**config.mk**
```make
export PLATFORM = sky130hd
export DESIGN_NAME = spi_rb_frame_flat
export DESIGN_NICKNAME = d
export VERILOG_FILES = /design/src/rtl/spi_rb_frame_pkg.sv /design/src/rtl/spi_rb_frame_if.sv /design/src/rtl/spi_rb_frame.sv /design/src/flat_wrapper.sv
export SDC_FILE = /design/constraint.sdc
export NUM_CORES = 1
export LEC_CHECK = 0
export BUFFER_PORTS_ARGS = -buffer_cell sky130_fd_sc_hd__buf_2
export CAP_MARGIN = 20
export CORE_MARGIN = 5
export CORE_UTILIZATION = 61
export DETAILED_ROUTE_END_ITERATION = 7
export GPL_TIMING_DRIVEN = 0
export PLACE_DENSITY = 0.91
export SLEW_MARGIN = 10
export SYNTH_ARGS = -nofsm -noshare
export SYNTH_HDL_FRONTEND = slang
export SYNTH_SLANG_ARGS = --single-unit
```
**constraint.sdc**
```tcl
create_clock -name I_clk -period 4.5 [get_ports I_clk]
set_input_delay 0.45 -clock I_clk [delete_from_list [all_inputs] [get_ports I_clk]]
set_output_delay 0.45 -clock I_clk [all_outputs]
set_load 0.05 [all_outputs]
```
**src/rtl/spi_rb_frame_pkg.sv**
```systemverilog
// Shared definitions for the SPI frame reader: FSM encoding, ADC frame size, counter sizing helper.
package spi_rb_frame_pkg;

    typedef enum logic [2:0] {
        ST_IDLE,
        ST_SETUP,
        ST_SCK_HI,
        ST_SCK_LO,
        ST_HOLD
    } state_e;

    // ADS131E08: 3 status bytes + 8 channels x 24 bits
    localparam int ADS_FRAME_BYTES = 27;

    function automatic int max3(input int a, input int b, input int c);
        int m;
        m = (a > b) ? a : b;
        return (m > c) ? m : c;
    endfunction

endpackage

```
**src/rtl/spi_rb_frame_if.sv**
```systemverilog
// Parallel side of the SPI frame reader: start/busy/done handshake and the received-byte bus.
interface spi_rb_frame_if;
    logic       I_rx_en;
    logic       O_busy;
    logic       O_rx_done;
    logic [7:0] O_byte;
    logic       O_byte_vld;
    logic [7:0] O_byte_idx;

    modport master (output I_rx_en, input O_busy, O_rx_done, O_byte, O_byte_vld, O_byte_idx);
    modport slave  (input I_rx_en, output O_busy, O_rx_done, O_byte, O_byte_vld, O_byte_idx);
endinterface

```
**src/rtl/spi_rb_frame.sv**
```systemverilog
// SPI master reader (CPOL=0): clocks FRAME_BYTES bytes in from MISO, MSB first,
// strobing each completed byte with its frame index.
module spi_rb_frame
    import spi_rb_frame_pkg::*;
#(
    parameter int FRAME_BYTES = ADS_FRAME_BYTES,
    parameter int SCK_DIV     = 1,
    parameter int CS_SETUP    = 2,
    parameter int CS_HOLD     = 2
) (
    input  logic          I_clk,
    input  logic          I_rst,
    spi_rb_frame_if.slave bus,
    input  logic          I_spi_miso,
    output logic          O_spi_sck,
    output logic          O_spi_cs,
    output logic          O_spi_mosi
);

    localparam int CNT_W = $clog2(max3(SCK_DIV, CS_SETUP, CS_HOLD) + 1);
    localparam logic [CNT_W-1:0] DIV_LAST   = CNT_W'(SCK_DIV - 1);
    localparam logic [CNT_W-1:0] SETUP_LAST = CNT_W'(CS_SETUP - 1);
    localparam logic [CNT_W-1:0] HOLD_LAST  = CNT_W'(CS_HOLD - 1);
    localparam logic [7:0]       LAST_BYTE  = 8'(FRAME_BYTES - 1);

    state_e           state_q, state_d;
    logic [CNT_W-1:0] cnt_q, cnt_d;
    logic             sck_q, sck_d;
    logic             cs_q, cs_d;
    logic             busy_q, busy_d;
    logic             done_q, done_d;
    logic             vld_q, vld_d;
    logic [7:0]       byte_q, byte_d;
    logic [7:0]       idx_q, idx_d;
    logic [6:0]       sh_q, sh_d;
    logic [2:0]       bit_q, bit_d;
    logic [7:0]       bcnt_q, bcnt_d;

    always_ff @(posedge I_clk) begin
        if (I_rst) begin
            state_q <= ST_IDLE;
            cnt_q   <= '0;
            sck_q   <= 1'b0;
            cs_q    <= 1'b1;
            busy_q  <= 1'b0;
            done_q  <= 1'b0;
            vld_q   <= 1'b0;
            byte_q  <= '0;
            idx_q   <= '0;
            sh_q    <= '0;
            bit_q   <= 3'd7;
            bcnt_q  <= '0;
        end else begin
            state_q <= state_d;
            cnt_q   <= cnt_d;
            sck_q   <= sck_d;
            cs_q    <= cs_d;
            busy_q  <= busy_d;
            done_q  <= done_d;
            vld_q   <= vld_d;
            byte_q  <= byte_d;
            idx_q   <= idx_d;
            sh_q    <= sh_d;
            bit_q   <= bit_d;
            bcnt_q  <= bcnt_d;
        end
    end

    always_comb begin
        state_d = state_q;
        cnt_d   = cnt_q + 1'b1;
        sck_d   = sck_q;
        cs_d    = cs_q;
        busy_d  = busy_q;
        done_d  = 1'b0;
        vld_d   = 1'b0;
        byte_d  = byte_q;
        idx_d   = idx_q;
        sh_d    = sh_q;
        bit_d   = bit_q;
        bcnt_d  = bcnt_q;
        unique case (state_q)
            ST_IDLE: begin
                cnt_d = '0;
                if (bus.I_rx_en) begin
                    cs_d    = 1'b0;
                    busy_d  = 1'b1;
                    bit_d   = 3'd7;
                    bcnt_d  = '0;
                    state_d = ST_SETUP;
                end
            end
            ST_SETUP: begin
                if (cnt_q == SETUP_LAST) begin
                    cnt_d   = '0;
                    sck_d   = 1'b1;
                    state_d = ST_SCK_HI;
                end
            end
            ST_SCK_HI: begin
                // sample on the falling edge; the ADC launched this bit on our rising edge
                if (cnt_q == DIV_LAST) begin
                    cnt_d   = '0;
                    sck_d   = 1'b0;
                    sh_d    = {sh_q[5:0], I_spi_miso};
                    state_d = ST_SCK_LO;
                    if (bit_q == 3'd0) begin
                        byte_d = {sh_q, I_spi_miso};
                        idx_d  = bcnt_q;
                        vld_d  = 1'b1;
                    end
                end
            end
            ST_SCK_LO: begin
                if (cnt_q == DIV_LAST) begin
                    cnt_d = '0;
                    if (bit_q != 3'd0 || bcnt_q != LAST_BYTE) begin
                        sck_d   = 1'b1;
                        bit_d   = bit_q - 3'd1;
                        bcnt_d  = (bit_q == 3'd0) ? bcnt_q + 8'd1 : bcnt_q;
                        state_d = ST_SCK_HI;
                    end else begin
                        state_d = ST_HOLD;
                    end
                end
            end
            ST_HOLD: begin
                if (cnt_q == HOLD_LAST) begin
                    cnt_d   = '0;
                    cs_d    = 1'b1;
                    busy_d  = 1'b0;
                    done_d  = 1'b1;
                    state_d = ST_IDLE;
                end
            end
            default: state_d = ST_IDLE;
        endcase
    end

    assign bus.O_busy     = busy_q;
    assign bus.O_rx_done  = done_q;
    assign bus.O_byte     = byte_q;
    assign bus.O_byte_vld = vld_q;
    assign bus.O_byte_idx = idx_q;
    assign O_spi_sck      = sck_q;
    assign O_spi_cs       = cs_q;
    assign O_spi_mosi     = 1'b0;

endmodule

```
**src/flat_wrapper.sv**
```systemverilog
// flat-port wrapper written by rule: the top's interface ports become plain ports
module spi_rb_frame_flat import spi_rb_frame_pkg::*;
#(
    parameter int FRAME_BYTES = ADS_FRAME_BYTES,
    parameter int SCK_DIV     = 1,
    parameter int CS_SETUP    = 2,
    parameter int CS_HOLD     = 2
)
  (I_clk, I_rst, I_spi_miso, O_spi_sck, O_spi_cs, O_spi_mosi, bus_I_rx_en, bus_O_busy, bus_O_rx_done, bus_O_byte, bus_O_byte_vld, bus_O_byte_idx);
  spi_rb_frame_if bus_i ();
  input  logic I_clk;
  input  logic I_rst;
  input  logic I_spi_miso;
  output logic O_spi_sck;
  output logic O_spi_cs;
  output logic O_spi_mosi;
  input wire logic [$bits(bus_i.I_rx_en)-1:0] bus_I_rx_en;
  output wire logic [$bits(bus_i.O_busy)-1:0] bus_O_busy;
  output wire logic [$bits(bus_i.O_rx_done)-1:0] bus_O_rx_done;
  output wire logic [$bits(bus_i.O_byte)-1:0] bus_O_byte;
  output wire logic [$bits(bus_i.O_byte_vld)-1:0] bus_O_byte_vld;
  output wire logic [$bits(bus_i.O_byte_idx)-1:0] bus_O_byte_idx;
  assign bus_i.I_rx_en = bus_I_rx_en;
  assign bus_O_busy = bus_i.O_busy;
  assign bus_O_rx_done = bus_i.O_rx_done;
  assign bus_O_byte = bus_i.O_byte;
  assign bus_O_byte_vld = bus_i.O_byte_vld;
  assign bus_O_byte_idx = bus_i.O_byte_idx;
  spi_rb_frame #(.FRAME_BYTES(FRAME_BYTES), .SCK_DIV(SCK_DIV), .CS_SETUP(CS_SETUP), .CS_HOLD(CS_HOLD)) u_core (.I_clk(I_clk), .I_rst(I_rst), .bus(bus_i), .I_spi_miso(I_spi_miso), .O_spi_sck(O_spi_sck), .O_spi_cs(O_spi_cs), .O_spi_mosi(O_spi_mosi));
endmodule
```
* Word level (Yosys, flattened, before mapping)
Index checks and enable logic that the tools add are counted.
** Word-level totals
- Flip-flop bits (word level) :: 44
- Word-level logic and storage cells :: 81
- Input bits :: 4
- Output and inout port bits :: 22
** Cells by class
- Bitwise logic cells :: 3
- Reductions and logical operators :: 19
- Add/subtract/negate cells :: 3
- Muxes and demuxes :: 31
- Eq/ne operators :: 13
** Operators by type and width (count)
- $mux W8 :: 4
- $mux W3 :: 9
- $pmux W8 S2 :: 1
- $pmux W3 S5 :: 1
- $reduce_and A5 Y1 :: 3
- $ne A2 B1 Y1 const B :: 6
- $mux W1 :: 9
- $add A8 B1 Y8 const B :: 1
- $ne A8 B5 Y1 const B :: 1
- $eq A3 B2 Y1 const B :: 2
- $logic_not A3 Y1 :: 2
- $pmux W2 S3 :: 1
- $pmux W3 S2 :: 1
- $reduce_and A3 Y1 :: 2
- $reduce_bool A3 Y1 :: 2
- $reduce_or A2 Y1 :: 3
- $mux W2 :: 2
- $pmux W1 S2 :: 2
- $reduce_and A4 Y1 :: 1
- $reduce_bool A2 Y1 :: 2
- $eq A3 B1 Y1 const B :: 1
- $eq A3 B3 Y1 const B :: 1
- $not A1 Y1 :: 3
- $pmux W1 S3 :: 1
- 8 further kinds :: 8

* Longest topological paths before layout
- Depth in word-level cells :: 5
- Mapped depth :: 8
- Depth with buffers taken out :: 6

* Worst setup path before layout
Ideal clock, no wire load.
- Path kind :: flip-flop to flip-flop
- From :: register u_core.bcnt_q[0]
- To :: register u_core.bcnt_q[6]
- Stages on the path, launching flop included :: 7
- Buffers on the path :: 0
- Setup time :: 0.117 ns
- Path slack :: 2.790 ns
- Required time :: 4.383 ns
- Clock period less this slack :: 1.710 ns
- Data arrival time :: 1.592 ns
- Cell sequence :: dfxtp_1 inv_1 ha_1 nor4b_2 and3_1 or3b_1 a32o_1
** On the way
- Word-level cells in the longest chain between the ends :: 5
- Elaborated cells on any way between the ends :: 9
- Those cells by class :: 1 x add/sub; 2 x eq/ne; 4 x mux; 2 x reduce/logical
** Ends and longest elaborated chain
- start, declared :: RTL line spi_rb_frame.sv:37 : logic [7:0] bcnt_q, bcnt_d;
- start signal, assigned :: RTL line spi_rb_frame.sv:65 : bcnt_q <= bcnt_d;
- $add A8 B1 Y8 :: RTL line spi_rb_frame.sv:120 : bcnt_d = (bit_q == 3'd0) ? bcnt_q + 8'd1 : bcnt_q;
- $mux W8 :: RTL line spi_rb_frame.sv:120
- $mux W8 :: RTL line spi_rb_frame.sv:117 : if (bit_q != 3'd0 || bcnt_q != LAST_BYTE) begin
- $mux W8 :: RTL line spi_rb_frame.sv:115 : if (cnt_q == DIV_LAST) begin
- $pmux W8 S2 :: RTL line spi_rb_frame.sv:82 : unique case (state_q)
Parallel ways exist; a longest one is shown, timed or not. The select of a mux whose other input is x is not followed.
A chain may end at the register's enable or synchronous reset.

* Worst setup path after layout
Same ends and word-level chain as after synthesis.

==> impl_results.md <==
* Status: finished clean
* DRC at 0
* FF-to-FF End: u_core.bcnt_q[6]$_SDFFE_PP0P_
* Min-delay src: I_spi_miso
* Post-route insts no fill at 327
* 1st-iter DRT viols at 100
* Post-synthesis xor/xnor area fraction at 0%
* RePlAce Congestion at 0.818
* R2R cell count at 6
* Area grow syn2layout at 12.9%
* Drt total wl at approximately 4.4 mm
* Final min period at between 1500 and 2000 ps
* Height of the die at ~70 um
* Post-synthesis simple-gate area fraction at 26.4%
* Top Ports at 26
* PwrDens at around 370 nW/um^2
* DR WL/cell at ~13 um
* Slowest CP cell: dfxtp_1
* First-pass iteration count of the detailed router at 4
* Sequential area share after synthesis at 42.5%
* Post-synth top cells: 55 x nand2_1, 44 x dfxtp_1, 37 x a21oi_1, 10 x o21ai_0, 9 x nor2_1
* Vias in the first global route at 1,711
* Max VDD drop at 0.000286 V
* GR Overflow Total at 0
* Adder-cell share of the synthesized area at 4.22%
* Area share of the largest cell type after synthesis at between 40% and 50%
* Slew @ Worst Pin at 572 ps
* EDFF count, synth at 0
* Worst slew margin at between 60% and 70%
* YS warnings at 0
* Fmax achieved at 528 MHz
* Clk pwr share at 29.7%
* Post-cts gate resize count at 0
* R2r setup slk at roughly 2600 ps
* Crit. End Element: flip-flop
* Worst path required time at 4760 ps
* Synthesis-stage register bit count at 44
* Clock Sinks at 44
* # diodes at 0
* Cts bufs inserted at 5
* Combinational share of power at 22.0%
* Die width at 68.3 um
* DP HPWL at 3.21 mm
* Yosys cell types at 51
* GRT Overall Usage at 21.3%
* H-tree levels at 2
* Reg2Reg Launch Point: u_core.bcnt_q[0]$_SDFFE_PP0P_
* Clock Path Buffers at 2
* CP max stage delay at 440 ps
* Hold crit path type: primary input to flip-flop
* Number of vias per cell at between 5 and 6
* Dominant register cell in the synthesized netlist: dfxtp_1
* Rows at 21
* Worst setup SP type: flip-flop
* Hold path cells at 3
* Mapped Area at 2070 sq um
* Hold_buf cts at 0
* Vias at about 1,900
* PortBufs at 24
* First-pass GRT wire length at 7.53 mm
* Cells along the critical path: inv_1 -> ha_1 -> nor4b_2 -> and3_1 -> or3b_1 -> a32o_1
* Synth Area in Compound Gates at 19.5%
* LEAKAGE at between 0.9 and 1 nW
* Worst Hold Path EP: u_core.bus.O_byte[0]$_SDFFE_PP0P_
* Starting Density at 62.7%
* Initial antenna violation count at 0
* Core Area at 3310 sq um
* Clk_skew at between 8 and 9 ps
* Largest area contributor in the netlist: dfxtp_1
* Internal at 0.000614 W
* Final slew viol count at 0
* CTS clock-pin slew for the worst setup and hold paths at 120 ps
* Area contributors post-synth: dfxtp_1 42%, nand2_1 10%, a21oi_1 8.9%, ha_1 4.2%, o21ai_0 2.4%
* Ys async rst share at 0%
* CP arrival at 2160 ps
* Setup bufs post-CTS at 0
* Post-synthesis mux area share at 1.57%
* Tcrit/Tclk final at a little over two fifths
* CTS tree: yes
* Final TNS setup at 0 ps
* Net Count, Synth at 260
* P_sw at around 0.00026 W
* MaxCap Viol Count at 0
* # fillers at 276
* Sw Ratio at 29.8%
* Most common cell in the synthesized netlist: nand2_1
* Syn Inst Count at between 200 and 250
* Finish-stage setup viols at 0
* Detail Route Antenna Nets at 0
* Die ar. at around 4700 sq um
* Final net count at slightly below 300
* Top fanout value on the critical path at 6
* Later-pin clock latency in the skew report at 360 ps
* Clock root buffer master: clkbuf_4
* WS Path Type: flip-flop to flip-flop
* Syn avg cell area at 8.33 sq um
* Sequential fraction of design power at 48.3%
* Placed Instances at 319
* Largest family of logic cells by synthesized area: simple AND/OR/NAND/NOR gates
* Hold Violations, Final at 0
* Pin count of the biggest net entering global routing at 15
* Share of layout cells above drive strength 1 at 18.5%
* RSZ-0062 raised after global routing: false
-- how the worst max path moves through the flow --
stage                                       start                               endpoint  slack, ps  depth (start not counted)
floorplan           u_core.bcnt_q[0]$_SDFFE_PP0P_          u_core.bcnt_q[6]$_SDFFE_PP0P_       2790                          6
global placement     u_core.bit_q[0]$_SDFFE_PP1P_          u_core.bcnt_q[6]$_SDFFE_PP0P_       2640                          6
detailed placement   u_core.bit_q[0]$_SDFFE_PP1P_          u_core.bcnt_q[6]$_SDFFE_PP0P_       2610                          6
CTS                  u_core.bit_q[0]$_SDFFE_PP1P_          u_core.bcnt_q[6]$_SDFFE_PP0P_       2590                          6
global route           u_core.cnt_q[0]$_SDFF_PP0_  u_core.bus.O_byte_idx[2]$_SDFFE_PP0P_       2410                          8
finish              u_core.bcnt_q[0]$_SDFFE_PP0P_          u_core.bcnt_q[6]$_SDFFE_PP0P_       2610                          6
-- layout by cell type (no fill, tap or decap), drive strengths merged, types with 4 or more instances in the layout --
master | Yosys | routed
o21ai | 11 | 11
and3 | 5 | 5
clkbuf | 6 | 12
nand2 | 56 | 56
ha | 7 | 7
buf | 8 | 32
dfxtp | 44 | 44
nor2 | 10 | 10
a21oi | 37 | 37
inv | 8 | 8
nand4 | 4 | 4
nand3 | 4 | 4
-- area by class of cell --
class | count | area, sq um | share of cell area, %
inverters | 8 | 30.0 | 1.28
flip-flops and latches | 44 | 881 | 37.6
clock inverters | 2 | 38.8 | 1.66
multi-input cells | 183 | 1080 | 45.9
plain buffers | 14 | 87.6 | 3.74
repair buffers | 24 | 120 | 5.13
clock buffers | 6 | 51.3 | 2.19
well taps | 46 | 57.6 | 2.46
-- cells by family (layout without fill, tap and decap cells) --
logic type,count (synthesis),count (layout)
simple gates,104,104
fa+ha+maj,7,7
buf+inv,22,54
compound gates,68,68
flops,44,44
other cells,1,1
mux,3,3
-- worst max-delay path, delay by kind of cell, from the launching register on --
kind,cells,cell delay [ps]
AND/OR/NAND/NOR,3,830
flip-flops,1,440
AO/OA/AOI/OAI,1,260
adder cells (fa/ha/maj),1,200
buffers and inverters,1,90
-- power by group through the flow --
| stage | registers [W] | logic [W] | clock network, W |
|---|---|---|---|
| CTS | 0.000422 | 0.000192 | 0.000267 |
| floorplan | 0.000448 | 0.000136 | 0 |
| detailed placement | 0.000431 | 0.000192 | 0 |
| global placement | 0.000430 | 0.000187 | 0 |
| global route | 0.000425 | 0.000213 | 0.000282 |
| finish | 0.000422 | 0.000193 | 0.000260 |
-- state kept, by name, summed over array words and instances, names as in the netlist --
name	cells
u_core.bus.O_byte_idx	8
u_core.O_spi_sck	1
u_core.bus.O_byte_vld	1
u_core.state_q	3
u_core.sh_q	7
u_core.bcnt_q	8
u_core.bit_q	3
u_core.bus.O_rx_done	1
u_core.O_spi_cs	1
u_core.cnt_q	2
u_core.bus.O_busy	1
u_core.bus.O_byte	8
-- stage by stage --
stage / hold slack, ps / worst slack, ps / total power [W] / cell area (sq um) / util, %
floorplan: 432 / 2790 / 0.000583 / 2070 / -
global placement: 440 / 2640 / 0.000617 / 2250 / 68.0
detailed placement: 443 / 2610 / 0.000623 / 2250 / 68.0
CTS: 316 / 2590 / 0.000881 / 2340 / 70.7
global route: 323 / 2410 / 0.000920 / 2340 / 70.7
finish: 332 / 2610 / 0.000875 / 2340 / 70.7
-- per-layer routing --
layer  wire length, um  share of wire [%]  GRT usage (%)  up-vias
li1                  -                  -              -      937
met1              1910                 44           26.2      844
met2              2110                 48           35.4       57
met3               264                6.0           5.42       12
met4                99                2.3           8.19        0
met5                 0                  0              0        -
Power figures use the tool's default switching activity.
